--- config.mk ---
export PLATFORM = sky130hd
export DESIGN_NAME = matmul_pool_engine
export DESIGN_NICKNAME = d
export VERILOG_FILES = /design/src/rtl/matmul_pool_engine.sv
export SDC_FILE = /design/constraint.sdc
export NUM_CORES = 1
export LEC_CHECK = 0
export CAP_MARGIN = 20
export CORE_MARGIN = 10
export CORE_UTILIZATION = 52
export DETAILED_ROUTE_END_ITERATION = 8
export PLACE_DENSITY = 0.77
export SYNTH_ARGS = -nofsm -noshare
export SYNTH_HDL_FRONTEND = slang
export SYNTH_SLANG_ARGS = --single-unit
--- constraint.sdc ---
create_clock -name clk -period 7.95 [get_ports clk]
set_clock_uncertainty 0.05 [all_clocks]
set_input_delay 1.59 -clock clk [delete_from_list [all_inputs] [get_ports clk]]
set_output_delay 1.59 -clock clk [all_outputs]
set_load 0.01 [all_outputs]
--- src/rtl/matmul_pool_engine.sv ---
// matmul_pool_engine: NxN unsigned matrix multiply with per-element saturation,
// followed by 2x2 average/max pooling and row-by-row write-back of the result.
//
// state | meaning
// ------+------------------------------------------------------------
// IDLE  | waiting for start
// RD_A  | read strobe for A row i
// CAP_A | capture A row i into the row buffer
// RD_B  | read strobe for B column j
// CAP_B | capture B column j, clear the accumulator
// MAC   | N multiply-accumulate cycles, last one stores C[i][j]
// POOL  | one pooled element per cycle, raster order
// WRITE | one packed pooled row per cycle
// DONE  | single-cycle done pulse
module matmul_pool_engine #(
    parameter int                N      = 4,
    parameter int                DW     = 8,
    parameter int                ACC_W  = 2*DW+4,
    parameter int                ADDR_W = 10,
    parameter logic [ADDR_W-1:0] BASE_A = 10'h000,
    parameter logic [ADDR_W-1:0] BASE_B = 10'h100,
    parameter logic [ADDR_W-1:0] BASE_C = 10'h200
) (
    input  logic                  clk,
    input  logic                  rstn,
    input  logic                  start,
    input  logic                  pool_mode,
    output logic                  busy,
    output logic                  done,
    output logic                  rd_en_a,
    output logic [ADDR_W-1:0]     rd_addr_a,
    input  logic [N*DW-1:0]       rd_data_a,
    output logic                  rd_en_b,
    output logic [ADDR_W-1:0]     rd_addr_b,
    input  logic [N*DW-1:0]       rd_data_b,
    output logic                  wr_en_c,
    output logic [ADDR_W-1:0]     wr_addr_c,
    output logic [(N/2)*DW-1:0]   wr_data_c
);
    localparam int H  = N / 2;
    localparam int CW = (N > 2) ? $clog2(N) : 1;
    localparam int HW = (H > 2) ? $clog2(H) : 1;
    localparam logic [ACC_W-1:0] SAT_MAX = ACC_W'((1 << DW) - 1);

    typedef enum logic [3:0] {IDLE, RD_A, CAP_A, RD_B, CAP_B, MAC, POOL, WRITE, DONE} state_t;

    state_t             state, state_nxt;
    logic [CW-1:0]      i, j, k;
    logic [HW-1:0]      pr, pc, wrow;
    logic               mode;
    logic [ACC_W-1:0]   acc;
    logic [DW-1:0]      a_buf [N];
    logic [DW-1:0]      b_buf [N];
    logic [DW-1:0]      c_buf [N][N];
    logic [H*DW-1:0]    p_row [H];
    logic [H*DW-1:0]    p_row_nxt [H];

    logic [2*DW-1:0]    prod;
    logic [ACC_W-1:0]   sum_full;
    logic [DW-1:0]      c_val;
    logic [CW-1:0]      r0, r1, c0, c1;
    logic [DW-1:0]      w00, w01, w10, w11, mx, pool_val;
    logic [DW+1:0]      avg_sum;
    logic [CW-1:0]      a_row_sel, b_col_sel;
    logic [HW-1:0]      w_row_sel;
    logic               k_last, j_last, i_last, pc_last, pr_last, w_last;

    assign k_last  = (k == CW'(N-1));
    assign j_last  = (j == CW'(N-1));
    assign i_last  = (i == CW'(N-1));
    assign pc_last = (pc == HW'(H-1));
    assign pr_last = (pr == HW'(H-1));
    assign w_last  = (wrow == HW'(H-1));

    assign busy    = (state != IDLE);
    assign done    = (state == DONE);
    assign rd_en_a = (state == RD_A);
    assign rd_en_b = (state == RD_B);
    assign wr_en_c = (state == WRITE);

    // Next-state sequencing.
    always_comb begin
        state_nxt = state;
        case (state)
            IDLE:  if (start) state_nxt = RD_A;
            RD_A:  state_nxt = CAP_A;
            CAP_A: state_nxt = RD_B;
            RD_B:  state_nxt = CAP_B;
            CAP_B: state_nxt = MAC;
            MAC: begin
                if (k_last) begin
                    if (!j_last)      state_nxt = RD_B;
                    else if (!i_last) state_nxt = RD_A;
                    else              state_nxt = POOL;
                end
            end
            POOL:  if (pr_last && pc_last) state_nxt = WRITE;
            WRITE: if (w_last) state_nxt = DONE;
            DONE:  state_nxt = IDLE;
            default: state_nxt = IDLE;
        endcase
    end

    // MAC datapath: full sum including this cycle's product, saturated to DW bits.
    always_comb begin
        prod     = a_buf[k] * b_buf[k];
        sum_full = acc + ACC_W'(prod);
        c_val    = (sum_full > SAT_MAX) ? {DW{1'b1}} : sum_full[DW-1:0];
    end

    // 2x2 pooling window and the pooled-row image including the element produced this cycle.
    always_comb begin
        r0 = CW'({pr, 1'b0});
        r1 = CW'({pr, 1'b1});
        c0 = CW'({pc, 1'b0});
        c1 = CW'({pc, 1'b1});
        w00 = c_buf[r0][c0];
        w01 = c_buf[r0][c1];
        w10 = c_buf[r1][c0];
        w11 = c_buf[r1][c1];
        avg_sum = {2'b00, w00} + {2'b00, w01} + {2'b00, w10} + {2'b00, w11};
        mx = w00;
        if (w01 > mx) mx = w01;
        if (w10 > mx) mx = w10;
        if (w11 > mx) mx = w11;
        pool_val = mode ? mx : avg_sum[DW+1:2];
        p_row_nxt = p_row;
        if (state == POOL) p_row_nxt[pr][int'(pc)*DW +: DW] = pool_val;
    end

    // Row/column/write-row indices used by the cycle about to be entered.
    always_comb begin
        a_row_sel = (state == IDLE) ? '0 : i + CW'(1);
        b_col_sel = (state == MAC)  ? j + CW'(1) : j;
        w_row_sel = (state == POOL) ? '0 : wrow + HW'(1);
    end

    // State register.
    always_ff @(posedge clk or negedge rstn) begin
        if (!rstn) state <= IDLE;
        else       state <= state_nxt;
    end

    // Counters, operand buffers, accumulator and result storage.
    always_ff @(posedge clk or negedge rstn) begin
        if (!rstn) begin
            i    <= '0;
            j    <= '0;
            k    <= '0;
            pr   <= '0;
            pc   <= '0;
            wrow <= '0;
            mode <= 1'b0;
            acc  <= '0;
            for (int x = 0; x < N; x++) begin
                a_buf[x] <= '0;
                b_buf[x] <= '0;
                for (int y = 0; y < N; y++) c_buf[x][y] <= '0;
            end
            for (int x = 0; x < H; x++) p_row[x] <= '0;
        end else begin
            p_row <= p_row_nxt;
            case (state)
                IDLE: begin
                    if (start) begin
                        mode <= pool_mode;
                        i    <= '0;
                        j    <= '0;
                        pr   <= '0;
                        pc   <= '0;
                        wrow <= '0;
                    end
                end
                CAP_A: for (int x = 0; x < N; x++) a_buf[x] <= rd_data_a[x*DW +: DW];
                CAP_B: begin
                    for (int x = 0; x < N; x++) b_buf[x] <= rd_data_b[x*DW +: DW];
                    acc <= '0;
                    k   <= '0;
                end
                MAC: begin
                    acc <= sum_full;
                    k   <= k + CW'(1);
                    if (k_last) begin
                        c_buf[i][j] <= c_val;
                        k <= '0;
                        if (!j_last) begin
                            j <= j + CW'(1);
                        end else if (!i_last) begin
                            j <= '0;
                            i <= i + CW'(1);
                        end
                    end
                end
                POOL: begin
                    pc <= pc + HW'(1);
                    if (pc_last) begin
                        pc <= '0;
                        pr <= pr + HW'(1);
                    end
                end
                WRITE: wrow <= wrow + HW'(1);
                default: ;
            endcase
        end
    end

    // Address/data outputs load on entry to their strobe state and hold otherwise.
    always_ff @(posedge clk or negedge rstn) begin
        if (!rstn) begin
            rd_addr_a <= '0;
            rd_addr_b <= '0;
            wr_addr_c <= '0;
            wr_data_c <= '0;
        end else begin
            if (state_nxt == RD_A)  rd_addr_a <= BASE_A + ADDR_W'(a_row_sel);
            if (state_nxt == RD_B)  rd_addr_b <= BASE_B + ADDR_W'(b_col_sel);
            if (state_nxt == WRITE) begin
                wr_addr_c <= BASE_C + ADDR_W'(w_row_sel);
                wr_data_c <= p_row_nxt[w_row_sel];
            end
        end
    end
endmodule

==> results.yml <==
drt:
  routedWlPerCell_um: 20.6
  via_count: 13900
  viasPerCell: 6.20
  dr.pass1.iters: 6
  m1WireLength_um: 18500
  drc: 0
  drtAntennaViolNets: 0
  top_layer_used: "met4"
  drt_iter0_drc: 1483
  wl_met2_um: 22900
  route.met3.wl_um: 3270
  wl_um: 45900
synthesis:
  synth-simple-area-share: 0.155
  synth_cell_type_count: 64
  synth_compound_area_frac: 0.111
  synth.avg_cell_area_sq_um: 10.1
  syn_area_sq_um: 17500
  synth_seq_cells: 281
  synth_edf_count: 0
  synth_warnings: 0
  synth_xor_area_frac: 0.00799
  synth_top_family_by_area: "simple AND/OR/NAND/NOR gates"
  netlist_instances: 1733
  async_reset_ff_frac: 1.00
  ys.flop_type: "dfrtp_1"
  seq_area_frac_synth: 0.401
  synth_mux_area_frac: 0.127
  synth_fa_ha_area_frac: 0.133
worst_setup_path:
  startpoint_type: "register"
  worstPathRequired_ns: 8.33
  path_class: "register to register"
  arrival_ns: 7.65
  crit_fanout: 32
  cp-end-kind: "register"
sta:
  post-route-period-util: 0.915
  finalSetupTns_ns: 0
  hold_viol_final: 0
  maxSlewViolCount: 0
  period_needed_ns: 7.27
  worst_slew_pin_slew_ns: 1.07
  rsz0062_at_grt: "false"
  finalSetupViolCount: 0
  clock.fmax_mhz: 137
  relSlewSlack: 0.284
clock_tree:
  cts_tree: "built"
  clk_latency_ns: 0.59
  post_cts_buffers: 0
  path_clk_slew_ns: 0.06
  cts_resized: 0
  ctsLongestPathBuffers: 3
  clock-sinks: 281
  hold_buffers: 0
  numCtsBuffers: 30
  cts-htree-levels: 1
  ctsRootBufferMaster: "clkbuf_16"
final_layout:
  nets: 1977
  final_util: 0.594
  diodes: 0
  multiInputGateArea_sq_um: 9500
  fill_cells: 2791
  drive_gt1_frac: 0.129
  syn_to_final_growth_pct: 13.1
  seq_area_sq_um: 7030
global_route:
  grt.overflow.total: 0
  grt_max_degree: 177
  grt_pass1_vias: 14000
  grt.total_usage: 0.219
  grt_pass1_wl_um: 75300
  grt_antenna_before_repair: 0
die:
  die-area_sq_um: 41500
  rows: 67
  die_w_um: 204
  pin_count: 119
  core_area_sq_um: 33400
  die_h_um: 204
  start_util: 0.525
run_status:
  outcome: "complete, no violations"
job:
  cap_violations: 0
placement:
  portBuffers: 95
  routabilityCongestion: 0.939
  dp_hpwl_um: 32200
min_path:
  hp-class: "register to register"
[final timing paths]
path / from / cells after the start / slack [ns] / endpoint
worst max-delay path: pr / 23 / 0.68 / p_row[12]
worst min-delay path: rd_addr_b[8] / 1 / 0.41 / rd_addr_b[8]
worst max register to register: pr / 23 / 0.68 / p_row[12]
worst min register to register: rd_addr_b[8] / 1 / 0.41 / rd_addr_b[8]
max in group asynchronous: rstn / 2 / 5.31 / pr
min in group asynchronous: rstn / 1 / 0.98 / c_buf[90]
[flip-flops by register name, summed over array words and instances (netlist names)]
register,flops
a_buf,32
acc,20
b_buf,32
c_buf,128
i,2
j,2
k,2
mode,1
p_row,32
pc,1
pr,1
rd_addr_a,2
rd_addr_b,3
state,4
w_last,1
wr_addr_c,2
wr_data_c,16
[cell type report]
type                       instances  share of cell area
timing repair buffer             118              0.0608
tap                              448              0.0283
clock inverter                     8             0.00492
clock buffer                      48              0.0478
inverter                         128              0.0242
multi-input combinational       1203               0.479
sequential                       281               0.355
[through the flow]
step / worst slack [ns] / instances / cell area (sq um) / hold slack, ns
floorplan: 1.03 / 1755 / 17600 / 0.396
detailed placement: 0.838 / 2175 / 18700 / 0.406
global route: 0.133 / 2234 / 19800 / 0.426
finish: 0.677 / 2234 / 19800 / 0.414
CTS: 0.790 / 2231 / 19800 / 0.421
global placement: 1.03 / 2175 / 18700 / 0.404
[per-layer routing]
layer	vias up	track usage
met5	-	0
met4	0	0.0663
met3	85	0.0289
met2	643	0.372
met1	6925	0.286
li1	6198	-
[synthesized netlist by cell type (4+ instances only)]
cell type	n	area [sq um]
a211oi_1	10	75.1
a21o_1	14	105
and2_1	40	250
nand3_1	35	175
xor2_1	8	70.1
mux4_2	48	1080
dfrtp_1	281	7030
a32o_1	4	40.0
and3_1	19	119
buf_1	25	93.8
xnor2_1	8	70.1
or2_2	6	37.5
nor3_1	15	75.1
clkbuf_1	77	289
nand2_1	100	375
o21ai_0	39	195
nor4_1	129	807
mux2i_1	9	90.1
inv_1	128	480
nand4_1	9	56.3
mux2_2	92	1040
nor2b_1	9	56.3
a211o_1	4	35.0
nor2_1	168	631
o311ai_1	4	35.0
a21oi_1	165	826
o21a_1	5	37.5
ha_1	81	1010
a22o_1	15	131
fa_1	66	1320
nand2b_1	5	31.3
o211ai_1	10	75.1
o21ai_1	5	25.0
a32oi_1	6	52.6
a22oi_1	6	45.0
buf_2	10	50.1
a31oi_1	9	56.3
buf_4	31	233
or3_1	5	31.3
[placed cells by master (no fill, tap or decap), drive strengths merged, types with 8 or more instances in the layout]
cell,instances
a211oi,10
a21o,14
a21oi,165
a22o,15
a31oi,9
and2,40
and3,19
buf,23
clkbuf,49
clkdlybuf4s50,94
conb,23
dfrtp,281
fa,66
ha,81
inv,128
mux2,93
mux2i,9
mux4,48
nand2,100
nand3,35
nand4,9
nor2,168
nor2b,9
nor3,15
nor4,130
o211ai,10
o21ai,44
xnor2,8
xor2,8
[logic make-up (layout without fill, tap and decap cells)]
family,after synthesis,after routing
and+or+nand+nor,548,548
other,1,23
xor gates and xnor gates,16,16
DFF,281,281
adders and majority gates,147,147
muxes,150,150
buffers and inverters,271,302
AOI/OAI and AO/OA,319,319
[critical path: stages (launching register included)]
cell and delay, ns:
dfrtp_2 0.97, mux4_2 0.65, inv_1 0.10, ha_1 0.25, nand4_1 0.18, nor2_1 0.10
a211oi_1 0.63, nor2_1 0.15, mux2i_1 0.39, ha_1 0.21, nand2_1 0.05, o21ai_0 0.46
o21ai_0 0.19, buf_4 0.20, and3_1 0.16, o21bai_1 0.15, ha_1 0.31, nand3_1 0.11
nor2_1 0.05, a32o_1 0.27, or2_2 0.36, a41o_1 0.26, a211oi_1 0.61, o21ai_0 0.20
Power is not shown: default switching activity piles up to over one toggle a cycle in this logic, so the estimate is an artifact.
